`config.mk`:
```
export PLATFORM = sky130hd
export DESIGN_NAME = alu_seq
export DESIGN_NICKNAME = d
export VERILOG_FILES = /design/src/rtl/alu_seq.sv
export SDC_FILE = /design/constraint.sdc
export NUM_CORES = 1
export LEC_CHECK = 0
export BUFFER_PORTS_ARGS = -buffer_cell sky130_fd_sc_hd__clkbuf_2
export CORE_MARGIN = 2
export CORE_UTILIZATION = 50
export CTS_CLUSTER_SIZE = 30
export DETAILED_ROUTE_END_ITERATION = 8
export HOLD_SLACK_MARGIN = 0.05
export MAX_ROUTING_LAYER = met4
export PLACE_DENSITY = 0.78
export SETUP_SLACK_MARGIN = 0.4
export SLEW_MARGIN = 20
export SYNTH_ARGS = -nofsm -noshare
export SYNTH_HDL_FRONTEND = slang
export SYNTH_SLANG_ARGS = --single-unit
```
`constraint.sdc`:
```
create_clock -name clk -period 2.55 [get_ports clk]
set_clock_uncertainty 0.1 [all_clocks]
set_input_delay 0.765 -clock clk [delete_from_list [all_inputs] [get_ports clk]]
set_output_delay 0.765 -clock clk [all_outputs]
set_load 0.01 [all_outputs]
```
`src/rtl/alu_seq.sv`:
```
// alu_seq: one-command-at-a-time sequencer for an external combinational ALU.
// It registers operands/opcode, captures the ALU result one cycle later,
// flags divide-by-zero, and holds the result until the consumer accepts it.
module alu_seq #(
  parameter logic [7:0] ACC_INIT = 8'h00
) (
  input  logic       clk,
  input  logic       rst,
  input  logic       cmd_valid,
  output logic       cmd_ready,
  input  logic [3:0] cmd_op,
  input  logic [7:0] cmd_a,
  input  logic [7:0] cmd_b,
  input  logic       cmd_acc,
  output logic [7:0] alu_a,
  output logic [7:0] alu_b,
  output logic [3:0] alu_sel,
  input  logic [7:0] alu_out,
  input  logic       alu_carry,
  output logic       res_valid,
  input  logic       res_ready,
  output logic [7:0] res_data,
  output logic       res_carry,
  output logic       res_zero,
  output logic       res_err,
  output logic [7:0] res_count
);

  localparam logic [3:0] OP_DIV = 4'b0011;

  typedef enum logic [1:0] {
    IDLE,
    EXEC,
    DONE
  } state_t;

  state_t     state;
  logic [7:0] acc;
  logic       div_zero;

  // Divide-by-zero is judged on the registered operands seen by the ALU.
  always_comb begin
    div_zero = (alu_sel == OP_DIV) && (alu_b == '0);
  end

  // Sequencer FSM with registered handshake and result outputs.
  always_ff @(posedge clk or posedge rst) begin
    if (rst) begin
      state     <= IDLE;
      acc       <= ACC_INIT;
      alu_a     <= '0;
      alu_b     <= '0;
      alu_sel   <= '0;
      res_data  <= '0;
      res_carry <= 1'b0;
      res_zero  <= 1'b0;
      res_err   <= 1'b0;
      res_count <= '0;
      res_valid <= 1'b0;
      cmd_ready <= 1'b1;
    end else begin
      case (state)
        IDLE: begin
          if (cmd_valid && cmd_ready) begin
            alu_a     <= cmd_acc ? acc : cmd_a;
            alu_b     <= cmd_b;
            alu_sel   <= cmd_op;
            cmd_ready <= 1'b0;
            state     <= EXEC;
          end
        end
        EXEC: begin
          if (div_zero) begin
            // ALU output is meaningless here; accumulator keeps its value.
            res_data  <= 8'hFF;
            res_carry <= 1'b0;
            res_zero  <= 1'b0;
            res_err   <= 1'b1;
          end else begin
            res_data  <= alu_out;
            res_carry <= alu_carry;
            res_zero  <= (alu_out == '0);
            res_err   <= 1'b0;
            acc       <= alu_out;
          end
          res_valid <= 1'b1;
          state     <= DONE;
        end
        DONE: begin
          if (res_ready) begin
            res_valid <= 1'b0;
            cmd_ready <= 1'b1;
            res_count <= res_count + 8'd1;
            state     <= IDLE;
          end
        end
        default: begin
          res_valid <= 1'b0;
          cmd_ready <= 1'b1;
          state     <= IDLE;
        end
      endcase
    end
  end

endmodule

```
==> summary.txt <==
Floorplanning
  – Initial Util: 52.1%
  – Die area: 5090 sq um
  – Boundary Pins: 75
  – Row Count: 24
  – Core area: 4350 sq um
  – Die width: 71.4 um
  – Chip height: 71.4 um

Logic synthesis
  – #FFs+latches synth: 51
  – Post-synthesis cell area: 2270 sq um
  – Cells after synthesis: 175
  – Synth area leaders: dfrtp_1 55%, mux2_4 8.6%, nor2_1 4.6%, mux2_2 4.0%, a21oi_1 3.5%
  – Net Count, Synth: 210
  – Library cells used by synthesis: 40
  – Yosys top cell by area: dfrtp_1
  – Synth warn: 0
  – Post-synth top area share: 55.1%
  – Post-synthesis sequential area ratio: 56.3%
  – Syn avg cell area: 13.0 sq um

Global route
  – Aggregate global routing overflow: 0
  – GRT Util Overall: 18.8%
  – Initial antenna violation count: 0
  – Largest net degree at the start of global routing: 32
  – First-pass GRT wire length: 7.26 mm
  – Vias in the first global route: 1489

Clock network
  – Hold buffer count at cts: 0
  – Clk_lat worst skew: 300 ps
  – CTS Root Cell: clkbuf_8
  – # H-tree levels: 2
  – Clk buf depth: 2
  – CTS tree: built
  – CTS buffer count: 5
  – Clock sinks: 51
  – CTS resizes: 0
  – Post-CTS setup buffer count: 0
  – CTS clock-pin slew for the worst setup and hold paths: 80 ps

Worst setup path
  – Crit end category: primary output
  – Highest cell delay on the worst timing path: 560 ps
  – Crit path max fanout: 4
  – CP Class: reg2out
  – Worst Path Arrival: 990 ps
  – Crit-path slowest cell: dfstp_2
  – CP startpoint kind: register
  – Crit path max-delay family: flip-flops
  – CP Buf/Inv Count: 1
  – Worst-path cell chain: clkbuf_2
  – WP data required: 1690 ps

Power and ir drop
  – Design Power: 2.80 mW
  – Pwr Density: 1010 nW/um^2
  – Lkg Pwr: 1.40 nW
  – VDD IR max: 0.505 mV

Routing
  – Drt wl/cell: 14.6 um
  – Met2 Routed Length: 2.26 mm
  – WL met3: 253 um
  – Metal-1 WL: 1.89 mm
  – # DRC: 0
  – Initial drt markers: 58
  – Routed WL: 4.44 mm
  – Final ANT Viol Nets: 0
  – First drt pass iteration count: 4
  – Vias per cell: 5.19
  – Top routing layer in use: met4
  – Vias: 1579

Placement
  – Inst Count DP: 296
  – Final RePlAce weighted congestion: 0.800
  – Worst slack at placement: 589 ps
  – DP Wirelength: 3.40 mm
  – IO Port Bufs: 74

STA
  – Least-Margin Pin Slew: 618 ps
  – Max Fclk: 539 MHz
  – RSZ-0062 raised after global routing: false
  – Slew Viols, Final: 0
  – Setup_tns: 0 ps
  – Fin crit share: 72.8%
  – Minimum clock period: 1860 ps
  – Count of final setup violators: 0
  – Rel. slew slack: 58.7%
  – Final Hold Viols: 0
  – Final WS setup: 695 ps

Run
  – Max cap viols: 0

Cells and area
  – Footprint of the multi-input gates: 915 sq um
  – Non-filler instance count after layout: 304
  – Area Growth Syn to Fin: 21.8%
  – Commonest cells after routing, fill and taps aside: 74 x clkbuf_2, 50 x dfrtp_1, 28 x nor2_1, 16 x a21oi_1, 13 x mux2_4
  – Commonest non-fill, non-tap cell in the layout: clkbuf_2
  – Antenna cells: 0
  – Reg area: 1280 sq um
  – Layout cells sized above 1: 46.0%
  – Number of fill cells: 369
  – Final Net Count: 286

Hold path
  – Hold Crit Class: in2async

Status
  – Status: completed
==> power breakdown <==
group          internal, mW  switching, mW  total [mW]
Clock                 0.219          0.249       0.468
Combinational         0.515          0.421       0.936
Sequential             1.13          0.265        1.39
==> synthesized netlist by cell type <==
master	count
xnor2_1	3
o21a_1	1
dfrtp_1	50
buf_8	1
buf_2	2
and2_1	1
nand2_1	5
or3_1	1
a31oi_4	1
nand2b_4	1
mux2_2	8
and4bb_1	1
nand4b_1	1
dfstp_2	1
nor4b_4	2
o21ai_1	1
a21oi_1	16
mux2_4	13
a31o_2	1
nor4_2	1
mux2i_1	8
a21oi_2	1
xor2_1	4
or4_1	1
nor2_1	28
buf_1	1
nor3_1	3
nand4_1	1
buf_6	3
nor2b_1	1
a22o_1	1
clkbuf_1	1
nor4_1	1
nor4_4	1
inv_1	3
ha_1	1
nand2b_1	1
o21ai_0	1
nand3b_4	1
nand3_1	2
==> metal layers <==
metal	vias to the layer above	track usage (%)
li1	756	-
met2	43	28.6
met4	0	5.66
met1	773	24.8
met3	7	5.20
met5	-	-
==> final cells by class <==
type / instances / share of cell area, %
Sequential cell: 51 / 46.2
Timing Repair Buffer: 77 / 14.7
Clock inverter: 1 / 0.181
Tap cell: 52 / 2.35
Clock buffer: 7 / 3.12
Inverter: 3 / 0.407
Multi-Input combinational cell: 113 / 33.1
==> sequential cells by signal, indices dropped and copies added, names as in the netlist <==
name       count
alu_a          8
res_data       8
alu_sel        4
res_err        1
state          2
acc            8
res_carry      1
res_zero       1
res_count      8
res_valid      1
cmd_ready      1
alu_b          8
==> cells by family (layout without fill, tap and decap cells) <==
logic type | Yosys count | in the layout | share of synthesized area (%)
and+or+nand+nor | 53 | 53 | 14.6
xor gates and xnor gates | 7 | 7 | 2.70
adders and majority gates | 1 | 1 | 0.551
muxes | 29 | 29 | 16.1
DFF | 51 | 51 | 56.3
buffers and inverters | 11 | 88 | 3.42
AOI/OAI and AO/OA | 23 | 23 | 6.39
==> final timing paths <==
path,startpoint,endpoint,slack (ps),cells past startpoint
worst min register to register,res_count[7],res_count[7],390,1
worst min-delay path,rst,alu_sel[2],350,2
min in group clk,res_count[7],res_count[7],390,1
worst max register to register,alu_sel[3],res_carry,760,3
worst max-delay path,cmd_ready,cmd_ready,690,1
max in group asynchronous,rst,alu_a[4],1490,3
==> per-stage QoR <==
stage	hold WS, ps	instance area, sq um	utilization, %
after global placement	357	2670	61.4
after detailed placement	379	2670	61.4
after floorplan	380	2270	-
final	349	2770	63.5
after CTS	349	2770	63.5
after global routing	381	2770	63.5
(Power assumes the default switching activity.)
